==> src/rtl/lsu_if.sv <==
// Execute-side, memory and writeback bus bundle for the lsu.
// Optional misalign_o exists only when LSU_MISALIGN_TRAP_EN is defined.
interface lsu_if #(
  parameter int unsigned Xlen = 64
);
  localparam int unsigned Nb = Xlen / 8;

  logic            valid_i;
  logic            ready_o;
  logic            store_i;
  logic [2:0]      funct3_i;
  logic [Xlen-1:0] addr_i;
  logic [Xlen-1:0] wdata_i;
  logic [4:0]      rd_i;
  logic            mem_valid_o;
  logic            mem_ready_i;
  logic            mem_we_o;
  logic [Xlen-1:0] mem_addr_o;
  logic [Xlen-1:0] mem_wdata_o;
  logic [Nb-1:0]   mem_wmask_o;
  logic            mem_rvalid_i;
  logic [Xlen-1:0] mem_rdata_i;
  logic            wb_valid_o;
  logic            wb_ready_i;
  logic            wb_we_o;
  logic [4:0]      wb_rd_o;
  logic [Xlen-1:0] wb_data_o;
`ifdef LSU_MISALIGN_TRAP_EN
  logic            misalign_o;
`endif

  modport slave (
    input  valid_i, store_i, funct3_i, addr_i, wdata_i, rd_i,
    input  mem_ready_i, mem_rvalid_i, mem_rdata_i, wb_ready_i,
    output ready_o, mem_valid_o, mem_we_o, mem_addr_o, mem_wdata_o, mem_wmask_o,
    output wb_valid_o, wb_we_o, wb_rd_o, wb_data_o
`ifdef LSU_MISALIGN_TRAP_EN
    , output misalign_o
`endif
  );

  modport master (
    output valid_i, store_i, funct3_i, addr_i, wdata_i, rd_i,
    output mem_ready_i, mem_rvalid_i, mem_rdata_i, wb_ready_i,
    input  ready_o, mem_valid_o, mem_we_o, mem_addr_o, mem_wdata_o, mem_wmask_o,
    input  wb_valid_o, wb_we_o, wb_rd_o, wb_data_o
`ifdef LSU_MISALIGN_TRAP_EN
    , input misalign_o
`endif
  );
endinterface

==> src/rtl/lsu.sv <==
// Load/store unit: one memory access in flight, lane alignment and load extension.
// Define LSU_MISALIGN_TRAP_EN to report misaligned accesses instead of rounding them down.
module lsu #(
  parameter int unsigned Xlen = 64
) (
  input logic  clk_i,
  input logic  rst_ni,
  lsu_if.slave bus
);
  localparam int unsigned Nb = Xlen / 8;
  localparam int unsigned Ob = $clog2(Nb);

  typedef enum logic [1:0] {StIdle, StReq, StWait, StResp} state_e;

  state_e          r_state;
  logic            r_store;
  logic [1:0]      r_size;
  logic            r_uns;
  logic [Ob-1:0]   r_off;
  logic [4:0]      r_rd;
  logic            r_mem_valid;
  logic            r_mem_we;
  logic [Xlen-1:0] r_mem_addr;
  logic [Xlen-1:0] r_mem_wdata;
  logic [Nb-1:0]   r_mem_wmask;
  logic            r_wb_valid;
  logic            r_wb_we;
  logic [4:0]      r_wb_rd;
  logic [Xlen-1:0] r_wb_data;
`ifdef LSU_MISALIGN_TRAP_EN
  logic            r_misalign;
`endif

  logic [1:0]      w_size;
  int unsigned     w_bytes;
  logic [Xlen-1:0] w_align_mask;
  logic            w_misalign;
  logic [Xlen-1:0] w_eff;
  logic [Ob-1:0]   w_off;
  logic [Nb-1:0]   w_lane;
  logic [Xlen-1:0] w_mem_addr;
  logic [Nb-1:0]   w_mask;
  logic [Xlen-1:0] w_wdata;
  logic [Xlen-1:0] w_shift;
  int unsigned     w_rbits;
  logic            w_sign;
  logic [Xlen-1:0] w_ext;

  // Request-side decode from the incoming access.
  always_comb begin
    w_size = bus.funct3_i[1:0];
    // Doubleword encodings degrade to word accesses on a 32-bit datapath.
    if (Xlen == 32 && w_size == 2'd3) w_size = 2'd2;
    w_bytes      = 32'd1 << w_size;
    w_align_mask = Xlen'(w_bytes - 32'd1);
    w_misalign   = |(bus.addr_i & w_align_mask);
    w_eff        = bus.addr_i & ~w_align_mask;
    w_off        = w_eff[Ob-1:0];
    w_lane       = '0;
    for (int unsigned i = 0; i < Nb; i++) w_lane[i] = (i < w_bytes);
    w_mask     = w_lane << w_off;
    w_wdata    = bus.wdata_i << {w_off, 3'b000};
    w_mem_addr = {w_eff[Xlen-1:Ob], {Ob{1'b0}}};
  end

  // Load data extraction from the captured offset and size.
  always_comb begin
    w_shift = bus.mem_rdata_i >> {r_off, 3'b000};
    w_rbits = 32'd8 << r_size;
    w_sign  = 1'b0;
    for (int unsigned i = 0; i < Xlen; i++) begin
      if (i == w_rbits - 32'd1) w_sign = w_shift[i] & ~r_uns;
    end
    w_ext = '0;
    for (int unsigned i = 0; i < Xlen; i++) w_ext[i] = (i < w_rbits) ? w_shift[i] : w_sign;
  end

  always_ff @(posedge clk_i or negedge rst_ni) begin
    if (!rst_ni) begin
      r_state     <= StIdle;
      r_store     <= 1'b0;
      r_size      <= '0;
      r_uns       <= 1'b0;
      r_off       <= '0;
      r_rd        <= '0;
      r_mem_valid <= 1'b0;
      r_mem_we    <= 1'b0;
      r_mem_addr  <= '0;
      r_mem_wdata <= '0;
      r_mem_wmask <= '0;
      r_wb_valid  <= 1'b0;
      r_wb_we     <= 1'b0;
      r_wb_rd     <= '0;
      r_wb_data   <= '0;
`ifdef LSU_MISALIGN_TRAP_EN
      r_misalign  <= 1'b0;
`endif
    end else begin
      unique case (r_state)
        StIdle: begin
          if (bus.valid_i) begin
            r_store <= bus.store_i;
            r_size  <= w_size;
            r_uns   <= bus.funct3_i[2];
            r_off   <= w_off;
            r_rd    <= bus.rd_i;
`ifdef LSU_MISALIGN_TRAP_EN
            if (w_misalign) begin
              r_state    <= StResp;
              r_wb_valid <= 1'b1;
              r_wb_we    <= 1'b0;
              r_wb_rd    <= '0;
              r_wb_data  <= bus.addr_i;
              r_misalign <= 1'b1;
            end else begin
`else
            begin
`endif
              r_state     <= StReq;
              r_mem_valid <= 1'b1;
              r_mem_we    <= bus.store_i;
              r_mem_addr  <= w_mem_addr;
              r_mem_wdata <= w_wdata;
              r_mem_wmask <= w_mask;
            end
          end
        end
        StReq: begin
          if (bus.mem_ready_i) begin
            r_mem_valid <= 1'b0;
            if (r_store) begin
              r_state    <= StResp;
              r_wb_valid <= 1'b1;
              r_wb_we    <= 1'b0;
              r_wb_rd    <= '0;
              r_wb_data  <= '0;
            end else begin
              r_state <= StWait;
            end
          end
        end
        StWait: begin
          if (bus.mem_rvalid_i) begin
            r_state    <= StResp;
            r_wb_valid <= 1'b1;
            r_wb_we    <= 1'b1;
            r_wb_rd    <= r_rd;
            r_wb_data  <= w_ext;
          end
        end
        StResp: begin
          if (bus.wb_ready_i) begin
            r_state    <= StIdle;
            r_wb_valid <= 1'b0;
            r_wb_we    <= 1'b0;
            r_wb_rd    <= '0;
            r_wb_data  <= '0;
`ifdef LSU_MISALIGN_TRAP_EN
            r_misalign <= 1'b0;
`endif
          end
        end
        default: r_state <= StIdle;
      endcase
    end
  end

`ifndef LSU_MISALIGN_TRAP_EN
  logic w_unused;
  assign w_unused = w_misalign;
`endif

  assign bus.ready_o     = (r_state == StIdle);
  assign bus.mem_valid_o = r_mem_valid;
  assign bus.mem_we_o    = r_mem_we;
  assign bus.mem_addr_o  = r_mem_addr;
  assign bus.mem_wdata_o = r_mem_wdata;
  assign bus.mem_wmask_o = r_mem_wmask;
  assign bus.wb_valid_o  = r_wb_valid;
  assign bus.wb_we_o     = r_wb_we;
  assign bus.wb_rd_o     = r_wb_rd;
  assign bus.wb_data_o   = r_wb_data;
`ifdef LSU_MISALIGN_TRAP_EN
  assign bus.misalign_o  = r_misalign;
`endif
endmodule

==> src/flat_wrapper.sv <==
// flat-port wrapper written by rule: the top's interface ports become plain ports
module lsu_flat 
#(
  parameter int unsigned Xlen = 64
)
  (clk_i, rst_ni, bus_valid_i, bus_store_i, bus_funct3_i, bus_addr_i, bus_wdata_i, bus_rd_i, bus_mem_ready_i, bus_mem_rvalid_i, bus_mem_rdata_i, bus_wb_ready_i, bus_ready_o, bus_mem_valid_o, bus_mem_we_o, bus_mem_addr_o, bus_mem_wdata_o, bus_mem_wmask_o, bus_wb_valid_o, bus_wb_we_o, bus_wb_rd_o, bus_wb_data_o);
  lsu_if #(.Xlen(Xlen)) bus_i ();
  input logic clk_i;
  input logic rst_ni;
  input wire logic [$bits(bus_i.valid_i)-1:0] bus_valid_i;
  input wire logic [$bits(bus_i.store_i)-1:0] bus_store_i;
  input wire logic [$bits(bus_i.funct3_i)-1:0] bus_funct3_i;
  input wire logic [$bits(bus_i.addr_i)-1:0] bus_addr_i;
  input wire logic [$bits(bus_i.wdata_i)-1:0] bus_wdata_i;
  input wire logic [$bits(bus_i.rd_i)-1:0] bus_rd_i;
  input wire logic [$bits(bus_i.mem_ready_i)-1:0] bus_mem_ready_i;
  input wire logic [$bits(bus_i.mem_rvalid_i)-1:0] bus_mem_rvalid_i;
  input wire logic [$bits(bus_i.mem_rdata_i)-1:0] bus_mem_rdata_i;
  input wire logic [$bits(bus_i.wb_ready_i)-1:0] bus_wb_ready_i;
  output wire logic [$bits(bus_i.ready_o)-1:0] bus_ready_o;
  output wire logic [$bits(bus_i.mem_valid_o)-1:0] bus_mem_valid_o;
  output wire logic [$bits(bus_i.mem_we_o)-1:0] bus_mem_we_o;
  output wire logic [$bits(bus_i.mem_addr_o)-1:0] bus_mem_addr_o;
  output wire logic [$bits(bus_i.mem_wdata_o)-1:0] bus_mem_wdata_o;
  output wire logic [$bits(bus_i.mem_wmask_o)-1:0] bus_mem_wmask_o;
  output wire logic [$bits(bus_i.wb_valid_o)-1:0] bus_wb_valid_o;
  output wire logic [$bits(bus_i.wb_we_o)-1:0] bus_wb_we_o;
  output wire logic [$bits(bus_i.wb_rd_o)-1:0] bus_wb_rd_o;
  output wire logic [$bits(bus_i.wb_data_o)-1:0] bus_wb_data_o;
  assign bus_i.valid_i = bus_valid_i;
  assign bus_i.store_i = bus_store_i;
  assign bus_i.funct3_i = bus_funct3_i;
  assign bus_i.addr_i = bus_addr_i;
  assign bus_i.wdata_i = bus_wdata_i;
  assign bus_i.rd_i = bus_rd_i;
  assign bus_i.mem_ready_i = bus_mem_ready_i;
  assign bus_i.mem_rvalid_i = bus_mem_rvalid_i;
  assign bus_i.mem_rdata_i = bus_mem_rdata_i;
  assign bus_i.wb_ready_i = bus_wb_ready_i;
  assign bus_ready_o = bus_i.ready_o;
  assign bus_mem_valid_o = bus_i.mem_valid_o;
  assign bus_mem_we_o = bus_i.mem_we_o;
  assign bus_mem_addr_o = bus_i.mem_addr_o;
  assign bus_mem_wdata_o = bus_i.mem_wdata_o;
  assign bus_mem_wmask_o = bus_i.mem_wmask_o;
  assign bus_wb_valid_o = bus_i.wb_valid_o;
  assign bus_wb_we_o = bus_i.wb_we_o;
  assign bus_wb_rd_o = bus_i.wb_rd_o;
  assign bus_wb_data_o = bus_i.wb_data_o;
  lsu #(.Xlen(Xlen)) u_core (.clk_i(clk_i), .rst_ni(rst_ni), .bus(bus_i));
endmodule
==> config.mk <==
export PLATFORM = sky130hd
export DESIGN_NAME = lsu_flat
export DESIGN_NICKNAME = d
export VERILOG_FILES = /design/src/rtl/lsu_if.sv /design/src/rtl/lsu.sv /design/src/flat_wrapper.sv
export SDC_FILE = /design/constraint.sdc
export NUM_CORES = 1
export LEC_CHECK = 0
export ABC_AREA = 1
export CAP_MARGIN = 5
export CORE_ASPECT_RATIO = 0.5
export CORE_UTILIZATION = 41
export CTS_CLUSTER_DIAMETER = 60
export DETAILED_ROUTE_END_ITERATION = 10
export HOLD_SLACK_MARGIN = 0.12
export PLACE_DENSITY_LB_ADDON = 0.3
export SYNTH_ARGS = -nofsm -noshare
export SYNTH_HDL_FRONTEND = slang
export SYNTH_SLANG_ARGS = --single-unit
==> constraint.sdc <==
create_clock -name clk_i -period 1.81 [get_ports clk_i]
set_clock_uncertainty 0.2 [all_clocks]
set_input_delay 0.362 -clock clk_i [delete_from_list [all_inputs] [get_ports clk_i]]
set_output_delay 0.362 -clock clk_i [all_outputs]
set_load 0.01 [all_outputs]
==> summary.md <==
| Metric | Value |
|---|---|
| CTS Root Cell | clkbuf_16 |
| Post-synthesis async set-or-reset flop share | 100% |
| CP Max Fanout | 12 |
| Synth Area per Inst | 7.45 sq um |
| Synth top area cells | dfrtp_1, nand2_1, o21ai_0 |
| Synth top area share | 47.4% |
| Final-report max-slew violation count | 0 |
| Mux contribution to synthesized area | 1.64% |
| Worst R2R End | u_core.bus.wb_data_o[0] |
| Wirelength per Cell | 19.6 microns |
| Final Cycle Share | 118% |
| Status | finished, violations left |
| Antenna Cells | 0 |
| Gr usage total | 32.2% |
| Fin cells | 2495 |
| Fin. Hold Viols | 0 |
| Starting density of the core | 41.7% |
| EDFF count, synth | 0 |
| CTS max path bufs | 3 |
| I/O Buffers | 413 |
| 1st-pass router iterations | 6 |
| Layout filler cell count | 2175 |
| Comb pwr share | 58.3% |
| GRT overflow | 0 |
| Post-Syn Instances | 1553 |
| Layout net count | 2309 |
| Design Power | 31.8 mW |
| Clock sink count | 219 |
| Final core occ | 70.5% |
| Register area | 5480 sq um |
| Synth-to-Final Area Change | 68.9% |
| Synth cell types | 37 |
| Crit start category | flip-flop |
| Power Internal | 18.7 mW |
| PnR worst setup slack | -323 ps |
| Ports | 417 |
| Ys flop type | dfrtp_1 |
| RD Place Congestion | 0.966 |
| Synth warn | 0 |
| Final ANT Viol Nets | 0 |
| DP Cell Count | 2388 |
| Final instance area | 19500 sq um |
| CTS tree | yes |
| R2R Path Start | u_core.r_state[1] |
| Die Span Y | 121 microns |
| Clock power frac | 16.6% |
| Final WL | 48.9 mm |
| H-tree levels | 1 |
| Commonest non-fill, non-tap cell in the layout | nand2_1 |
| Worst Reg-to-Reg Cells | 11 |
| Worst-Skew Late Latency | 530 ps |
| Setup crit end kind | flip-flop |
| DIE AREA | 28900 sq um |
| Seq/Total Area, Yosys | 47.4% |
| Adder-Cell Fraction of Synth Area | 0.433% |
| Failing checks | setup timing |
| Synth Area in XOR/XNOR | 0% |
| Initial antenna violation count | 0 |
| Hold path depth | 3 |
| Drt initial violations | 1102 |
| Critical Path RT | 2020 ps |
| Die Wd | 240 microns |
| CP Data Arrival Time | 2340 ps |
| Min cycle time layout | 2130 ps |
| # setup viols final | 192 |
| Largest family of logic cells by synthesized area | simple AND/OR/NAND/NOR gates |
| HPWL Detailed | 32.5 mm |
| Maximum VDD drop | 950 uV |
| First-pass GRT wire length | 72.6 mm |
| Synthesized cell area | 11600 sq um |
| Post-synthesis sequential element count | 219 |
| Fmax | 0.469 GHz |
| TritonCTS Buffers | 22 |
| Vias per cell | 5.37 |
| Worst min path class | in -> reg |
| Pleak | 9.91 nW |
| Worst reg2reg setup slack | -320 ps |
| Num rows | 43 |
| Post-Synth Simple-Gate Area | 27.0% |
| Post-synth top area cell | dfrtp_1 |
| Clock-pin transition on the worst setup and hold timing paths | 70 ps |
| Max-cap violations | 0 |
| Layout cells sized above 1 | 19.9% |
| Largest net degree at the start of global routing | 57 |
| Psw | 13.2 mW |
| Core area | 27700 sq um |
| Most frequent cells in the layout | nand2_1, dfrtp_1, clkdlybuf4s50_1, dlygate4sd2_1, o21ai_0 |
| Total number of vias | 13400 |
| DRC violations left | 0 |
| P per Cell Area | 1630 nW/um^2 |
| Critical path class | reg -> reg |
| Hold path start | bus_addr_i[19] |
| Compound-Gate Fraction of Synth Area | 16.3% |
| Vias in the first global route | 12800 |
| WHS Endpoint | u_core.bus.mem_addr_o[19] |
| Multi-input gate area | 5930 sq um |
| Seq pwr share | 25.1% |
| Placed cell areas | 17100 sq um |
| Unrepaired setup endpoints after global routing | true |
| Sw frac | 41.3% |
flip-flops by register name, summed over array words and instances, names as in the netlist:
name	count
u_core.bus.mem_valid_o	1
u_core.bus.wb_we_o	1
u_core.r_off	3
u_core.r_state	2
u_core.bus.wb_rd_o	5
u_core.bus.mem_wmask_o	8
u_core.r_size	2
u_core.bus.mem_wdata_o	64
u_core.bus.mem_addr_o	61
u_core.r_uns	1
u_core.r_rd	5
u_core.r_store	1
u_core.bus.wb_data_o	64
u_core.bus.wb_valid_o	1
cells in the mapped netlist, types with 3 or more instances:
library cell and n:
nand2_1 636, dfrtp_1 219, o21ai_0 209, nand3_1 81
inv_1 74, clkbuf_1 56, nor2_1 47, a21oi_1 42
buf_2 32, o211ai_1 24, mux2i_1 19, o221ai_1 18
a22o_1 15, buf_1 9, buf_4 9, inv_2 7
a22oi_1 6, or2_2 6, a31oi_1 5, buf_6 4
ha_1 4, o21ai_1 4, o22ai_1 4, or2_1 4
nand2_4 3, nor3_1 3
power groups by stage:
stage / Clock [mW] / Combinational (mW) / Sequential [mW]
3_5_place_dp: 0 / 14.5 / 8.05
6_report: 5.28 / 18.6 / 8.00
4_1_cts: 5.34 / 16.5 / 7.95
3_3_place_gp: 0 / 14.3 / 8.06
5_1_grt: 5.53 / 19.8 / 8.19
2_1_floorplan: 0 / 6.26 / 8.58
final cells by class:
cell class | count | share of cell area (%)
clock buffer | 29 | 3.22
clock inverter | 10 | 0.916
sequential | 219 | 28.1
multi-input combinational | 1144 | 30.4
tap | 382 | 2.45
inverter | 83 | 1.85
timing repair buffer | 626 | 33.0
timing repair inverter | 2 | 0.0769
worst max-delay path, cell delays in order, from the launching register on:
cell	delay, ps
dfrtp_1	390
inv_2	100
ha_4	140
inv_2	40
or2_1	250
o221ai_2	100
nor2_2	100
buf_6	140
nand2_8	110
buf_8	170
a21oi_1	70
a22o_1	200
cell families after synthesis:
family,count (synthesis)
AND/OR/NAND/NOR,785
AO/OA/AOI/OAI,332
flip-flops,219
buffers and inverters,193
multiplexers,19
adder cells (fa/ha/maj),4
other,1
metrics by stage:
stage / TNS (ps) / hold WS, ps / setup WS [ps]
finish: -28420 / 162 / -323
global route: -43940 / 159 / -394
detailed placement: -61660 / 30.8 / -632
CTS: -11870 / 138 / -233
global placement: -58040 / 32.0 / -701
floorplan: -915 / -134 / -59.3
per-layer routing:
| layer | global-route usage [%] | vias to the layer above | share of wire (%) |
|---|---|---|---|
| li1 | - | 6176 | - |
| met3 | 6.71 | 151 | 7.9 |
| met4 | 10.8 | 0 | 4.1 |
| met5 | 0 | - | 0 |
| met2 | 53.1 | 688 | 48 |
| met1 | 42.2 | 6392 | 41 |
how the worst max path moves through the flow:
stage	startpoint	end	depth (start not counted)
finish	u_core.r_state[1]	u_core.bus.wb_data_o[0]	11
global route	u_core.r_state[0]	u_core.bus.wb_data_o[11]	13
CTS	u_core.r_state[0]	u_core.bus.wb_data_o[10]	13
detailed placement	bus_funct3_i[0]	u_core.bus.mem_wdata_o[50]	9
global placement	bus_funct3_i[0]	u_core.bus.mem_wdata_o[50]	9
floorplan	u_core.r_state[1]	u_core.bus.wb_data_o[8]	13
timing repair:
action / in CTS / in global routing
hold buffers: 2 / 0
resized for setup: 361 / 205
gates cloned: 14 / 13
endpoints found under the setup margin: 385 / 215
pin swaps: 8 / 43
hold endpoints to repair: 219 / 0
buffers inserted: 21 / 21
(Power assumes the default switching activity.)
